<file path="src/rtl/reg_file_wb_pkg.sv">
// Shared constants and types for the writeback register file with RAW scoreboard.
// Holds default data width, register count, index width and pending-counter width.
// No logic; imported by the interface and the top.
package reg_file_wb_pkg;
  localparam int XLEN      = 32;
  localparam int REG_COUNT = 32;
  localparam int REG_IDX_W = 5;
  localparam int PEND_W    = 2;

  typedef logic [REG_IDX_W-1:0] reg_idx_t;
endpackage

</file>
<file path="src/rtl/reg_file_wb_if.sv">
// Bundle of writeback, operand-read and issue/stall signals for reg_file_wb.
// master: pipeline side (drives WB, read indices, issue); slave: register file.
// No storage; every slave output is combinational from the register file state.
interface reg_file_wb_if #(
  parameter int XLEN = reg_file_wb_pkg::XLEN
) ();
  import reg_file_wb_pkg::*;

  // writeback stage
  logic            Write_Enable_WB;
  reg_idx_t        Rd_WB;
  logic [XLEN-1:0] Data_Write_Back;
  // decode-stage operand reads
  reg_idx_t        Rs1_ID;
  reg_idx_t        Rs2_ID;
  logic [XLEN-1:0] Read_Data1_ID;
  logic [XLEN-1:0] Read_Data2_ID;
  // decode-stage issue and hazard reporting
  logic            Issue_Valid_ID;
  logic            Issue_Writes_ID;
  reg_idx_t        Issue_Rd_ID;
  logic            Stall_ID;
  logic            Sb_Error;

  modport master (
    output Write_Enable_WB, Rd_WB, Data_Write_Back,
    output Rs1_ID, Rs2_ID,
    output Issue_Valid_ID, Issue_Writes_ID, Issue_Rd_ID,
    input  Read_Data1_ID, Read_Data2_ID, Stall_ID, Sb_Error
  );

  modport slave (
    input  Write_Enable_WB, Rd_WB, Data_Write_Back,
    input  Rs1_ID, Rs2_ID,
    input  Issue_Valid_ID, Issue_Writes_ID, Issue_Rd_ID,
    output Read_Data1_ID, Read_Data2_ID, Stall_ID, Sb_Error
  );
endinterface

</file>
<file path="src/rtl/reg_pend_ctr.sv">
// Saturating up/down count of in-flight writes to one architectural register.
// Latency: count updates on the next edge; eff and err are combinational.
// Backpressure: none; overflow/underflow holds the count and raises err for that cycle.
// Ports: clk, rst (async active-high), inc (issue accepted), dec (retire),
//        eff (count as seen by this cycle's hazard check), err (saturation event).
module reg_pend_ctr #(
  parameter int PEND_W = reg_file_wb_pkg::PEND_W
) (
  input  logic              clk,
  input  logic              rst,
  input  logic              inc,
  input  logic              dec,
  output logic [PEND_W-1:0] eff,
  output logic              err
);
  logic [PEND_W-1:0] cnt;
  logic [PEND_W-1:0] cnt_nxt;

  // Simultaneous inc and dec cancel out, so neither can saturate.
  always_comb begin
    cnt_nxt = cnt;
    err     = 1'b0;
    if (inc && !dec) begin
      if (cnt == '1) err = 1'b1;
      else           cnt_nxt = cnt + PEND_W'(1);
    end else if (dec && !inc) begin
      if (cnt == '0) err = 1'b1;
      else           cnt_nxt = cnt - PEND_W'(1);
    end
  end

  always_ff @(posedge clk or posedge rst) begin
    if (rst) cnt <= '0;
    else     cnt <= cnt_nxt;
  end

  // A retire in this cycle already resolves one pending write, so readers
  // waiting on it need not stall (its data arrives via the bypass).
  assign eff = (dec && cnt != '0) ? cnt - PEND_W'(1) : cnt;
endmodule

</file>
<file path="src/rtl/reg_file_wb.sv">
// 32-entry register file with write-through bypass and per-register RAW scoreboard.
// Latency: reads and Stall_ID are combinational; writes and counts update on the edge.
// Backpressure: Stall_ID tells decode to hold; a stalled issue is not counted.
// Ports: clk, rst (async active-high), bus (reg_file_wb_if.slave: WB write,
//        two operand reads, issue valid/writes/rd, Stall_ID, sticky Sb_Error).
module reg_file_wb #(
  parameter int XLEN   = reg_file_wb_pkg::XLEN,
  parameter int PEND_W = reg_file_wb_pkg::PEND_W
) (
  input  logic         clk,
  input  logic         rst,
  reg_file_wb_if.slave bus
);
  import reg_file_wb_pkg::*;

  logic [XLEN-1:0]      regs [REG_COUNT];
  logic [PEND_W-1:0]    eff  [REG_COUNT];
  logic [REG_COUNT-1:0] ctr_err;
  logic                 retire;
  logic                 issue_accept;
  logic                 stall;
  logic                 sb_err;
  logic [XLEN-1:0]      rd1;
  logic [XLEN-1:0]      rd2;

  assign retire = bus.Write_Enable_WB && (bus.Rd_WB != '0);

  // x0 is never written because retire excludes index 0.
  always_ff @(posedge clk or posedge rst) begin
    if (rst) begin
      for (int i = 0; i < REG_COUNT; i++) regs[i] <= '0;
    end else if (retire) begin
      regs[bus.Rd_WB] <= bus.Data_Write_Back;
    end
  end

  // Reads are forced to 0 during reset so an in-flight WB cannot leak
  // through the bypass.
  always_comb begin
    rd1 = '0;
    rd2 = '0;
    if (!rst && bus.Rs1_ID != '0)
      rd1 = (retire && bus.Rd_WB == bus.Rs1_ID) ? bus.Data_Write_Back : regs[bus.Rs1_ID];
    if (!rst && bus.Rs2_ID != '0)
      rd2 = (retire && bus.Rd_WB == bus.Rs2_ID) ? bus.Data_Write_Back : regs[bus.Rs2_ID];
  end

  assign bus.Read_Data1_ID = rd1;
  assign bus.Read_Data2_ID = rd2;

  // Stall depends only on retire, never on issue_accept, so there is no
  // combinational loop through the counters.
  assign stall = bus.Issue_Valid_ID && !rst &&
                 ((bus.Rs1_ID != '0 && eff[bus.Rs1_ID] != '0) ||
                  (bus.Rs2_ID != '0 && eff[bus.Rs2_ID] != '0));

  assign issue_accept = bus.Issue_Valid_ID && !stall &&
                        bus.Issue_Writes_ID && (bus.Issue_Rd_ID != '0);

  assign eff[0]     = '0;
  assign ctr_err[0] = 1'b0;

  for (genvar r = 1; r < REG_COUNT; r++) begin : g_ctr
    reg_pend_ctr #(.PEND_W(PEND_W)) u_ctr (
      .clk (clk),
      .rst (rst),
      .inc (issue_accept && bus.Issue_Rd_ID == REG_IDX_W'(r)),
      .dec (retire && bus.Rd_WB == REG_IDX_W'(r)),
      .eff (eff[r]),
      .err (ctr_err[r])
    );
  end

  always_ff @(posedge clk or posedge rst) begin
    if (rst)           sb_err <= 1'b0;
    else if (|ctr_err) sb_err <= 1'b1;
  end

  assign bus.Stall_ID = stall;
  assign bus.Sb_Error = sb_err;
endmodule

</file>
<file path="src/flat_wrapper.sv">
// flat-port wrapper written by rule: the top's interface ports become plain ports
module reg_file_wb_flat import reg_file_wb_pkg::*;
#(
  parameter int XLEN   = reg_file_wb_pkg::XLEN,
  parameter int PEND_W = reg_file_wb_pkg::PEND_W
)
  (clk, rst, bus_Write_Enable_WB, bus_Rd_WB, bus_Data_Write_Back, bus_Rs1_ID, bus_Rs2_ID, bus_Issue_Valid_ID, bus_Issue_Writes_ID, bus_Issue_Rd_ID, bus_Read_Data1_ID, bus_Read_Data2_ID, bus_Stall_ID, bus_Sb_Error);
  reg_file_wb_if #(.XLEN(XLEN)) bus_i ();
  input  logic clk;
  input  logic rst;
  input wire logic [$bits(bus_i.Write_Enable_WB)-1:0] bus_Write_Enable_WB;
  input wire logic [$bits(bus_i.Rd_WB)-1:0] bus_Rd_WB;
  input wire logic [$bits(bus_i.Data_Write_Back)-1:0] bus_Data_Write_Back;
  input wire logic [$bits(bus_i.Rs1_ID)-1:0] bus_Rs1_ID;
  input wire logic [$bits(bus_i.Rs2_ID)-1:0] bus_Rs2_ID;
  input wire logic [$bits(bus_i.Issue_Valid_ID)-1:0] bus_Issue_Valid_ID;
  input wire logic [$bits(bus_i.Issue_Writes_ID)-1:0] bus_Issue_Writes_ID;
  input wire logic [$bits(bus_i.Issue_Rd_ID)-1:0] bus_Issue_Rd_ID;
  output wire logic [$bits(bus_i.Read_Data1_ID)-1:0] bus_Read_Data1_ID;
  output wire logic [$bits(bus_i.Read_Data2_ID)-1:0] bus_Read_Data2_ID;
  output wire logic [$bits(bus_i.Stall_ID)-1:0] bus_Stall_ID;
  output wire logic [$bits(bus_i.Sb_Error)-1:0] bus_Sb_Error;
  assign bus_i.Write_Enable_WB = bus_Write_Enable_WB;
  assign bus_i.Rd_WB = bus_Rd_WB;
  assign bus_i.Data_Write_Back = bus_Data_Write_Back;
  assign bus_i.Rs1_ID = bus_Rs1_ID;
  assign bus_i.Rs2_ID = bus_Rs2_ID;
  assign bus_i.Issue_Valid_ID = bus_Issue_Valid_ID;
  assign bus_i.Issue_Writes_ID = bus_Issue_Writes_ID;
  assign bus_i.Issue_Rd_ID = bus_Issue_Rd_ID;
  assign bus_Read_Data1_ID = bus_i.Read_Data1_ID;
  assign bus_Read_Data2_ID = bus_i.Read_Data2_ID;
  assign bus_Stall_ID = bus_i.Stall_ID;
  assign bus_Sb_Error = bus_i.Sb_Error;
  reg_file_wb #(.XLEN(XLEN), .PEND_W(PEND_W)) u_core (.clk(clk), .rst(rst), .bus(bus_i));
endmodule
</file>
<file path="config.mk">
export PLATFORM = sky130hd
export DESIGN_NAME = reg_file_wb_flat
export DESIGN_NICKNAME = d
export VERILOG_FILES = /design/src/rtl/reg_file_wb_pkg.sv /design/src/rtl/reg_file_wb_if.sv /design/src/rtl/reg_pend_ctr.sv /design/src/rtl/reg_file_wb.sv /design/src/flat_wrapper.sv
export SDC_FILE = /design/constraint.sdc
export NUM_CORES = 2
export LEC_CHECK = 0
export ABC_CLOCK_PERIOD_IN_PS = 36500
export BUFFER_PORTS_ARGS = -buffer_cell sky130_fd_sc_hd__buf_4
export CAP_MARGIN = 5
export CORE_ASPECT_RATIO = 0.5
export CORE_UTILIZATION = 54
export CTS_CLUSTER_DIAMETER = 80
export DETAILED_ROUTE_END_ITERATION = 10
export PLACE_DENSITY = 0.73
export SLEW_MARGIN = 40
export SYNTH_ARGS = -nofsm -noshare
export SYNTH_HDL_FRONTEND = slang
export SYNTH_HIERARCHICAL = 1
export SYNTH_SLANG_ARGS = --single-unit
</file>
<file path="constraint.sdc">
create_clock -name clk -period 36.5 [get_ports clk]
set_clock_uncertainty 0.1 [all_clocks]
set_input_delay 9.125 -clock clk [delete_from_list [all_inputs] [get_ports clk]]
set_output_delay 9.125 -clock clk [all_outputs]
set_load 0.03 [all_outputs]
</file>
==> results.json <==
{
  "min_from": "u_core/regs[1003]$_DFFE_PP0P_",
  "drt_pre_antenna_iters": 8,
  "static-leakage-power_nw": 29.1,
  "grt.overflow.total": 0,
  "grt_first_pass_wirelength_um": 295000,
  "ys_seq_area_share_pct": 44.7,
  "start_util_pct": 54.9,
  "floorplan.io_pins": 123,
  "synth-edff-count": 0,
  "worstReg2RegEnd": "u_core/bus.Sb_Error$_DFFE_PP0P_",
  "cp_data_arrival_time_ps": 14240,
  "grt_pass1_vias": 45000,
  "post_synth_main_area_contributors": "dfrtp_1, mux4_2, mux2_2",
  "final.period_utilization_pct": 64.3,
  "post_dp_cell_area_um2": 63000,
  "routed_wirelength_um": 201000,
  "finalSetupViolations": 0,
  "setup.reg_to_reg.worst_slack_ps": 30940,
  "cts.htree.levels": 3,
  "clock_tree.buffer_depth": 3,
  "vias_per_cell": 7.07,
  "stdcell_area_um2": 66600,
  "cts-root-buf": "clkbuf_16",
  "grt_antenna_before_repair": 5,
  "path_length_in_cells_of_the_critical_path": 16,
  "die_height_um": 239,
  "ff2ff_path_depth": 15,
  "vias": 44900,
  "post-place-ws_ps": 13360,
  "timing.hold.ws_ps": 297,
  "worstSetupEndpointType": "output pin",
  "max-slew-margin-rel_pct": 35.1,
  "critPathBufInv": 5,
  "yosys_warnings": 6,
  "design_power_total_mw": 3.60,
  "drive_above_1_share_pct": 35.3,
  "postLayoutSetupSlackWorst_ps": 13030,
  "finalSetupTns_ps": 0,
  "max_cap_viol_count": 0,
  "cts_inserted_buffers": 98,
  "clkSinkCount": 1087,
  "crit_path_start_kind": "primary input",
  "finalHoldViolCount": 0,
  "critical_path.top_delay_family": "compound AO/OA/AOI/OAI gates",
  "synth.net_count": 5087,
  "synth.top_cell.area_share_pct": 44.7,
  "post_synthesis_cell_type_with_the_largest_combined_area": "dfrtp_1",
  "routabilityCongestion": 0.860,
  "remaining_drc_errors": 0,
  "cp_cell_sequence": "buf_4 > nand2b_1 > nor2_1 > nand2_2 > buf_4 > inv_2 > buf_4 > nand2b_1 > o21ai_0 > nor2_1 > mux4_2 > nand2b_1 > a2111oi_0 > a32o_2 > or2_2 > buf_4",
  "yosys.cell_types.count": 49,
  "status": "finished, final reports clean",
  "cp-startpoint": "bus_Rd_WB[0]",
  "timing.critical_path.slowest_stage_cell": "a2111oi_0",
  "placement_rows": 86,
  "synth.ff_latch_count": 1087,
  "later_pin_clock_latency_in_the_skew_report_ps": 720,
  "final_period_minus_worst_setup_slack_ps": 23470,
  "synthArstFlopShare_pct": 100,
  "worst_setup_hold_path_clk_slew_ps": 70,
  "core_area_um2": 111000,
  "routedWlPerCell_um": 31.7,
  "worst_pin_slew_ps": 974,
  "post_synth.cell_area_avg_um2": 12.4,
  "power.density_cell_area_nw_per_um2": 54.0,
  "largest_stage_delay_on_the_critical_path_ps": 790,
  "ctsHoldBuffers": 0,
  "netlist_instances": 4906,
  "detailedRoute.firstIterationViolations": 5712,
  "cp_common_cell": "buf_4",
  "dp_hpwl_um": 107000,
  "nets": 4948,
  "final.fill_count": 8370,
  "track_usage_pct": 35.3,
  "fmax_mhz": 42.6,
  "crit_required_ps": 27280,
  "reg2reg_from": "u_core/g_ctr[7].u_ctr/cnt[0]$_DFFE_PP0P_",
  "critPathKind": "in -> out",
  "cts_setup_buffers": 0,
  "synth.cell_area_um2": 60800,
  "ctsResizeCount": 0,
  "holdPathStages": 0,
  "syn2layout_area_growth_pct": 9.47,
  "synth_ff_type": "dfrtp_1",
  "crit_fanout": 35,
  "die_area_um2": 114000,
  "numPortBuffers": 122,
  "postRouteAntennaNets": 0,
  "worst_ir_drop_vdd_mv": 0.0358,
  "timing.final.max_slew_violations": 0,
  "grt_start_max_net_pins": 129,
  "hold_path.class": "reg -> reg",
  "rsz0062_at_grt": "false",
  "tritoncts": "built",
  "die_x_um": 477,
  "worstHoldEndpoint": "u_core/regs[1003]$_DFFE_PP0P_"
}
[cell type report]
cell class                      count  area (µm²)  area share, %
Sequential cell                  1087       27200           40.9
Antenna cell                        3        7.51         0.0113
Tap cell                         1496        1870           2.81
Timing Repair Buffer              223        2080           3.13
Clock buffer                      136        2810           4.22
Inverter                          209         788           1.18
Clock inverter                     45         654          0.983
Multi-Input combinational cell   3148       31100           46.8
[worst max-delay path by stage]
stage / end / slack, ps
3_5_place_dp: bus_Stall_ID / 13360
2_1_floorplan: u_core/bus.Sb_Error$_DFFE_PP0P_ / 13150
3_3_place_gp: bus_Stall_ID / 13350
6_report: bus_Stall_ID / 13030
4_1_cts: bus_Stall_ID / 13340
5_1_grt: bus_Stall_ID / 13030
[state kept, by name, summed over array words and instances, names as in the netlist]
register	flops
u_core/bus.Sb_Error	1
u_core/g_ctr.u_ctr/cnt	62
u_core/regs	1024
[synth_stat cells, drive strengths merged (43+ instances only)]
library cell  count
ha              124
o22ai           252
mux2            739
nand2           842
nor4             81
clkbuf          301
nor2             43
inv             209
buf             161
a22o             95
nor3             88
mux4            517
dfrtp          1087
xnor2            68
[layout by cell type, fill, tap and decap left out, types with 33 or more instances in the layout]
cell type  count
dfrtp_1     1087
mux4_2       517
nor3_1        81
xnor2_1       68
a211o_1       33
nor4_1        72
o21ai_0       37
ha_1         124
nand2b_1      36
nor2b_1       36
buf_6         34
inv_1        199
nand2_1      834
buf_4        169
a22o_1        95
o22ai_1      252
clkbuf_16     99
mux2_2       739
[layer usage]
metal  global-route usage [%]  wire length (µm)  vias up
li1                         -                 -    17700
met1                     47.0             74300    23300
met2                     51.7             87900     3273
met3                     13.3             29000      592
met4                     15.4              9990        6
met5                    0.210                65        -
[logic make-up (layout without fill, tap and decap cells)]
family	after synthesis	count (layout)	share of synthesized area, %
other	0	3	0
AO/OA/AOI/OAI	514	514	5.90
flip-flops	1087	1087	44.7
multiplexers	1258	1258	32.9
buffers and inverters	671	613	4.46
AND/OR/NAND/NOR	1180	1180	8.43
XOR/XNOR	72	72	1.04
adder cells (fa/ha/maj)	124	124	2.55
[stage by stage]
stage / util, % / cells
global route: 60.1 / 6347
floorplan: - / 4906
detailed placement: 56.8 / 6159
finish: 60.1 / 6347
CTS: 59.9 / 6340
global placement: 56.5 / 6152
[where the power goes]
part | internal (mW) | switching [mW]
logic | 0.463 | 0.380
registers | 1.44 | 0.191
clock network | 0.628 | 0.497
(Power assumes the default switching activity.)
